File: config.mk
export PLATFORM = sky130hd
export DESIGN_NAME = gpr_regfile_sb
export DESIGN_NICKNAME = d
export VERILOG_FILES = /design/src/rtl/gpr_regfile_sb.sv
export SDC_FILE = /design/constraint.sdc
export NUM_CORES = 2
export LEC_CHECK = 0
export BUFFER_PORTS_ARGS = -buffer_cell sky130_fd_sc_hd__buf_4
export CAP_MARGIN = 20
export CORE_MARGIN = 2
export CORE_UTILIZATION = 65
export DETAILED_ROUTE_END_ITERATION = 16
export GPL_TIMING_DRIVEN = 0
export PLACE_DENSITY = 0.82
export SYNTH_ARGS = -nofsm -noshare
export SYNTH_HDL_FRONTEND = slang
export SYNTH_SLANG_ARGS = --single-unit
export TNS_END_PERCENT = 30
File: constraint.sdc
create_clock -name clk -period 136.2 [get_ports clk]
set_clock_uncertainty 0.15 [all_clocks]
set_input_delay 27.24 -clock clk [delete_from_list [all_inputs] [get_ports clk]]
set_output_delay 27.24 -clock clk [all_outputs]
set_load 0.02 [all_outputs]
File: src/rtl/gpr_regfile_sb.sv
// GPR file (2 async read, 1 sync write) with per-register pending scoreboard and pend_cnt.
// Latency: reads combinational, write/mark/flush take effect at posedge (same-cycle data with bypass).
// Backpressure: none; decode stalls itself on busy_a/busy_b. Optional macro: GPR_BYPASS_EN (write-through forwarding).
module gpr_regfile_sb #(
  parameter int DATA_W   = 32,
  parameter int ADDR_W   = 5,
  parameter int ZERO_REG = 1
) (
  input  logic              clk,
  input  logic              rst,
  input  logic              we,
  input  logic [ADDR_W-1:0] waddr,
  input  logic [DATA_W-1:0] wdata,
  input  logic [ADDR_W-1:0] raddr_a,
  input  logic [ADDR_W-1:0] raddr_b,
  output logic [DATA_W-1:0] rdata_a,
  output logic [DATA_W-1:0] rdata_b,
  input  logic              mark_en,
  input  logic [ADDR_W-1:0] mark_addr,
  input  logic              flush,
  output logic              busy_a,
  output logic              busy_b,
  output logic [ADDR_W:0]   pend_cnt
);

  localparam int DEPTH = 1 << ADDR_W;
  // Highest reachable count; r0 can never be pending when it is hardwired.
  localparam logic [ADDR_W:0] CNT_MAX = (ADDR_W+1)'(DEPTH - ((ZERO_REG != 0) ? 1 : 0));

  logic [DATA_W-1:0] mem [DEPTH];
  logic [DEPTH-1:0]  pending;
  logic              wr_ok;
  logic              mark_ok;
  logic              cnt_inc;
  logic              cnt_dec;

  // Qualify write and mark: address 0 is inert when hardwired to zero.
  always_comb begin
    wr_ok   = we      && !((ZERO_REG != 0) && (waddr == '0));
    mark_ok = mark_en && !((ZERO_REG != 0) && (mark_addr == '0));
  end

  // Incremental count deltas: a mark only counts if the bit was clear, a write
  // only counts if it actually clears a set bit (not re-marked on the same edge).
  always_comb begin
    cnt_inc = mark_ok && !pending[mark_addr];
    cnt_dec = wr_ok && pending[waddr] && !(mark_ok && (mark_addr == waddr));
  end

  // Data array: single posedge write port, whole array cleared on reset.
  always_ff @(posedge clk or posedge rst) begin
    if (rst) begin
      for (int i = 0; i < DEPTH; i++) mem[i] <= '0;
    end else if (wr_ok) begin
      mem[waddr] <= wdata;
    end
  end

  // Pending bits: flush beats mark beats write; the later NBA gives mark priority.
  always_ff @(posedge clk or posedge rst) begin
    if (rst) begin
      pending <= '0;
    end else if (flush) begin
      pending <= '0;
    end else begin
      if (wr_ok)   pending[waddr]     <= 1'b0;
      if (mark_ok) pending[mark_addr] <= 1'b1;
    end
  end

  // Pending counter tracks popcount(pending) without an adder tree; saturates at both ends.
  always_ff @(posedge clk or posedge rst) begin
    if (rst) begin
      pend_cnt <= '0;
    end else if (flush) begin
      pend_cnt <= '0;
    end else if (cnt_inc && !cnt_dec) begin
      if (pend_cnt != CNT_MAX) pend_cnt <= pend_cnt + 1'b1;
    end else if (cnt_dec && !cnt_inc) begin
      if (pend_cnt != '0) pend_cnt <= pend_cnt - 1'b1;
    end
  end

  function automatic logic [DATA_W-1:0] rd_data(input logic [ADDR_W-1:0] a);
    logic [DATA_W-1:0] d;
    d = mem[a];
`ifdef GPR_BYPASS_EN
    if (wr_ok && (waddr == a)) d = wdata;
`endif
    if (rst || ((ZERO_REG != 0) && (a == '0))) d = '0;
    return d;
  endfunction

  function automatic logic rd_busy(input logic [ADDR_W-1:0] a);
    logic b;
    b = pending[a];
`ifdef GPR_BYPASS_EN
    if (wr_ok && (waddr == a)) b = 1'b0;
`endif
    if (rst || ((ZERO_REG != 0) && (a == '0))) b = 1'b0;
    return b;
  endfunction

  // Combinational read ports with optional write-through forwarding.
  always_comb begin
    rdata_a = rd_data(raddr_a);
    rdata_b = rd_data(raddr_b);
    busy_a  = rd_busy(raddr_a);
    busy_b  = rd_busy(raddr_b);
  end

endmodule

---- Word-level counts from Yosys, hierarchy flattened ----
Cells that the tools add are included.
W data, S select, Z words.
cells by class
  bitwise gates (word level) .............. 6
  reduce and logical (&&, ||, !) cells .... 27
  magnitude comparators ................... 10
  add/subtract/negate cells ............... 2
  muxes and demuxes ....................... 34
  equal/unequal tests ..................... 3
operator list
  kind                   number
  $bwmux W1024           1
  $mux W32               11
  $bmux W32 S5           2
  $demux W32 S5          1
  $and A32 B32 Y32       1
  $not A32 Y32           1
  $or A32 B32 Y32        1
  $mux W6                5
  $lt A5 B6 Y1 const B   4
  $bmux W1 S5            4
  $logic_not A5 Y1       4
  $ge A6 B6 Y1 const B   3
  $not A5 Y6             3
  $logic_and A1 B1 Y1    11
  $demux W1 S5           2
  $ge A5 B1 Y1 const B   2
  $mux W1                8
  $add A6 B1 Y6 const B  1
  $logic_not A1 Y1       6
  $lt A6 B1 Y1 const B   1
  $ne A6 B5 Y1 const B   1
  $reduce_bool A3 Y1     2
  $reduce_bool A6 Y1     1
  $sub A6 B1 Y6 const B  1
  other kinds (4)        5
storage, ports and cells
  register bits after elaboration ......... 1062
  bits of input ports ..................... 57
  word-level logic and storage cells ...... 116

---- Longest topological paths before layout ----
  depth in word-level cells ............... 11
  mapped depth ............................ 17
  mapped depth without buffers ............ 14

---- Worst setup path after synthesis ----
Ideal clock, no wire load.
  kind .................................... in2out
  start point ............................. input rst
  end point ............................... output rdata_b[17]
  data required time ...................... 108810 ps
  arrival time ............................ 54204 ps
  stages on the path ...................... 3
  path slack .............................. 54606 ps
  path through ............................ inv_1 -> o31ai_1 -> nor3_1
between the ends
  word-level cells in the longest chain between the ends .. 2
ends and longest elaborated chain
  element             RTL line  text
  start: declaration  10        input logic rst,
  $logic_or A1 B1 Y1  90        if (rst || ((ZERO_REG != 0) && (a == '0))) d = '0;
  $mux W32            90
  end: declaration    17        output logic [DATA_W-1:0] rdata_b,
No other way between the ends.

---- Worst setup path in the final report ----
  start point ............................. input raddr_b[1]
  end point ............................... output rdata_b[31]
between the ends
  word-level cells in the longest chain between the ends .. 5
  elaborated cells between the ends (all ways) .. 7
ends and longest elaborated chain
  element                                       RTL line  text
  start: declaration                            15        input logic [ADDR_W-1:0] raddr_b,
  $not A5 Y6 (not written as such)              86        d = mem[a];
  $bmux W32 S5                                  86
  $mux W32 (not written as such) (2 in series)  86
  $mux W32 *                                    90
Every way passes the cells marked *; elsewhere a longest branch is shown, timed or not. The select of a mux whose other input is x is not followed.

==> results_tabular.tex <==
\begin{tabular}{lr}
\hline
Metric & Value \\
\hline
\multicolumn{2}{l}{\textbf{Status}} \\
\quad Run status & finished clean \\
\multicolumn{2}{l}{\textbf{CTS}} \\
\quad Number of sinks handled by clock tree synthesis & 1062 \\
\quad Number of buffers on the longest clock path & 3 \\
\quad Number of setup buffers added after CTS & 0 \\
\quad TritonCTS clock tree & built \\
\quad Post-CTS clock slew at the launch and capture registers of the worst setup and hold paths & 0.06 ns \\
\quad \# hold bufs at CTS & 0 \\
\quad Master cell of the clock root buffer & sky130\_fd\_sc\_hd\_\_clkbuf\_16 \\
\quad Post-cts sizing count & 0 \\
\quad Htree depth & 3 \\
\quad Inserted Clock Buffers & 112 \\
\quad Latest clock arrival within the worst-skew pair & 0.73 ns \\
\multicolumn{2}{l}{\textbf{Pwr}} \\
\quad Leakage Power & 28.30 nW \\
\quad Worst ir drop on vdd & 11.25 µV \\
\quad P per Cell Area & 15.17 nW/µm² \\
\multicolumn{2}{l}{\textbf{Job}} \\
\quad Number of max-capacitance violations reported & 0 \\
\multicolumn{2}{l}{\textbf{Global route}} \\
\quad Largest net degree at the start of global routing & 133 \\
\quad Total congestion overflow & 0 \\
\quad Number of antenna violations at the first check in global routing & 14 \\
\quad Global-route wire length before repair & 315700 µm \\
\quad Via count of the first global-routing pass & 42980 \\
\quad Global router's overall resource usage & 50.17\% \\
\multicolumn{2}{l}{\textbf{Logic synthesis}} \\
\quad Largest area contributor in the netlist & sky130\_fd\_sc\_hd\_\_dfrtp\_1 \\
\quad Share of synthesized area occupied by flip-flops and latches & 46.17\% \\
\quad Number of distinct library cell variants in the gate-level netlist after synthesis & 60 \\
\quad YS warnings & 0 \\
\quad Most used standard cells in the synthesized netlist & sky130\_fd\_sc\_hd\_\_mux2\_2 (1097), sky130\_fd\_sc\_hd\_\_dfrtp\_1 (1062), sky130\_fd\_sc\_hd\_\_mux4\_2 (374) \\
\quad Post-Synthesis Net Count & 4252 \\
\quad Async set-reset flop share out of synthesis & 100.0\% \\
\quad Number of synthesized register bits & 1062 \\
\quad Most instantiated library cell after synthesis & sky130\_fd\_sc\_hd\_\_mux2\_2 \\
\quad Primary flip-flop cell chosen by synthesis mapping & sky130\_fd\_sc\_hd\_\_dfrtp\_1 \\
\quad Gate count of the mapped netlist & 4190 \\
\quad Area contributors post-synth & sky130\_fd\_sc\_hd\_\_dfrtp\_1 (46\%), sky130\_fd\_sc\_hd\_\_mux2\_2 (21\%), sky130\_fd\_sc\_hd\_\_mux4\_2 (15\%), sky130\_fd\_sc\_hd\_\_mux2i\_1 (5.4\%), sky130\_fd\_sc\_hd\_\_clkbuf\_1 (1.9\%) \\
\quad Number of synthesized flops with an enable pin & 0 \\
\quad Combined area of all synthesized cells & 57560 µm² \\
\quad Average cell area after synthesis & 13.74 µm² \\
\quad Fraction of post-synthesis cell area in the top cell type by area & 46.17\% \\
\multicolumn{2}{l}{\textbf{Routing}} \\
\quad DRC & 0 \\
\quad Total wire length after detailed routing & 226600 µm \\
\quad Total via count after detailed routing & 44540 \\
\quad Initial drt markers & 7413 \\
\quad Wire length per cell & 39.55 µm \\
\quad Remaining number of nets flagged by the antenna check after routing & 0 \\
\quad Routed via count divided by cell count & 7.775 \\
\quad DRT Pass-1 Iters & 9 \\
\multicolumn{2}{l}{\textbf{Floorplan}} \\
\quad Initial core utilization & 65.34\% \\
\quad Top-Level Pins & 129 \\
\quad Overall die area & 90960 µm² \\
\quad Placement Rows & 109 \\
\quad Placeable core area & 88100 µm² \\
\quad Y dimension of the die & 301.6 µm \\
\quad Die X-Extent & 301.6 µm \\
\multicolumn{2}{l}{\textbf{Placed design}} \\
\quad Total of buffers placed on input and output ports & 121 \\
\quad Worst slack after detailed placement & 77.46 ns \\
\quad Detailed-placement wirelength estimate & 165000 µm \\
\quad Final estimated routing congestion in global placement & 1.056 \\
\multicolumn{2}{l}{\textbf{Setup path}} \\
\quad CP delay by family, top & buffers and inverters \\
\quad Critical path endpoint category & primary output \\
\quad Critical path class & input pin to primary output \\
\quad Arrival @ worst endpoint & 31.81 ns \\
\quad CP Cell Sequence & buf\_4, buf\_2, buf\_2, buf\_2, buf\_1, mux4\_2, a221oi\_1, a211oi\_1, buf\_4 \\
\quad Worst-path maximum fanout & 12 \\
\quad Required time at the endpoint of the critical path & 108.81 ns \\
\quad Crit start category & input pin \\
\quad Most used cell, CP & sky130\_fd\_sc\_hd\_\_buf\_2 \\
\quad Slowest stage cell, crit path & sky130\_fd\_sc\_hd\_\_a221oi\_1 \\
\quad Number of buffer and inverter instances along the worst setup path & 6 \\
\quad Maximum cell stage delay along the critical path & 0.90 ns \\
\multicolumn{2}{l}{\textbf{STA}} \\
\quad Rel. slew slack & 10.01\% \\
\quad Final setup violation count & 0 \\
\quad Timing-limited maximum frequency & 16.89 MHz \\
\quad Hold Fails Final Rpt & 0 \\
\quad Tcrit/Tclk final & 43.47\% \\
\quad RSZ-0062 raised after global routing & false \\
\quad Slew at the pin closest to its max-slew limit & 1.350 ns \\
\quad Time the final worst path needs with I/O delays and setup & 59.20 ns \\
\quad Number of slew-limit violations in the final report & 0 \\
\quad Min setup slack post-route & 77.00 ns \\
\quad Setup TNS & 0 ns \\
\multicolumn{2}{l}{\textbf{Cells and area}} \\
\quad Share of the core filled with cells & 73.43\% \\
\quad Synthesis-to-layout area growth & 12.38\% \\
\quad Layout cell share with drive strength beyond 1 & 42.34\% \\
\quad Final Net Count & 4525 \\
\multicolumn{2}{l}{\textbf{Min path}} \\
\quad Worst min-delay path category & register to register \\
\hline
\end{tabular}
[final timing paths]
kind | depth (start not counted) | slack [ns] | endpoint | from
worst min-delay path | 1 | 0.33 | mem[994] | mem[994]
worst max register to register | 13 | 132.04 | pend_cnt[5] | pending[27]
worst min register to register | 1 | 0.33 | mem[994] | mem[994]
max in group asynchronous | 4 | 107.55 | mem[440] | rst
worst max-delay path | 9 | 77.00 | rdata_b[31] | raddr_b[1]
min in group asynchronous | 2 | 26.55 | mem[295] | rst
[layout by cell type, fill, tap and decap left out, drive strengths merged, types with 3 or more instances in the layout]
cell,n
nand3b,3
ha,4
a211o,3
nor3b,5
clkinv,32
o221ai,91
xor2,5
and3,3
mux2,1097
a221oi,25
diode,9
nand3,5
a211oi,30
o22ai,101
xnor2,3
mux4,374
or2,3
a22oi,22
o21ai,80
a22o,7
mux2i,313
nor3,42
buf,332
clkinvlp,8
inv,11
bufinv,19
clkbuf,435
nor2,140
o211ai,16
nand2b,21
nor2b,7
dfrtp,1062
a21oi,189
nand2,40
[cell families after synthesis]
kind of cell	count (synthesis)	synth area share, %
mux	1784	41.56
flops	1062	46.17
compound gates	575	6.412
buf+inv	473	3.354
simple gates	283	2.267
xor+xnor	8	0.1217
fa+ha+maj	5	0.1217
[layer usage]
| metal | GRT usage [%] | vias up | share of wire, % | wire, µm |
|---|---|---|---|---|
| met4 | 35.88 | 10 | 9.1 | 20600 |
| li1 | - | 16650 | - | - |
| met5 | 1.058 | - | 0.084 | 191 |
| met2 | 66.64 | 4085 | 40 | 90670 |
| met3 | 24.65 | 1125 | 17 | 38040 |
| met1 | 63.62 | 22670 | 34 | 77050 |
[where the power goes]
group	total [mW]	leakage [nW]	switching (mW)	internal [mW]
Combinational	0.223	12.7	0.112	0.111
Clock	0.338	1.97	0.138	0.200
Sequential	0.421	13.7	0.0470	0.374
Total	0.982	28.3	0.296	0.685
[registers in the layout (all words and copies together) (netlist names)]
| name | cells |
|---|---|
| pending | 32 |
| pend_cnt | 6 |
| mem | 1024 |
[stage by stage]
stage | cell area (µm²) | total power, mW | std cells | hold slack, ns
6_report | 64690 | 0.9816 | 5728 | 0.3317
5_1_grt | 64670 | 1.002 | 5719 | 0.3497
4_1_cts | 64590 | 0.9638 | 5714 | 0.3313
3_5_place_dp | 60590 | 0.6323 | 5509 | 0.3172
3_3_place_gp | 59930 | 0.6206 | 5476 | 0.3094
2_1_floorplan | 57560 | 0.5573 | 4190 | 0.2951
[layout make-up]
cell class / instances / area (µm²)
multi-input combinational: 2655 / 29060
sequential: 1062 / 26580
fill: 5734 / 23410
clock buffer: 145 / 3182
buffer: 463 / 1904
timing repair buffer: 159 / 1627
tap: 1165 / 1458
clock inverter: 60 / 818.3
inverter: 10 / 45.04
antenna: 9 / 22.52
Note: power is estimated with default switching activity, not from simulation.
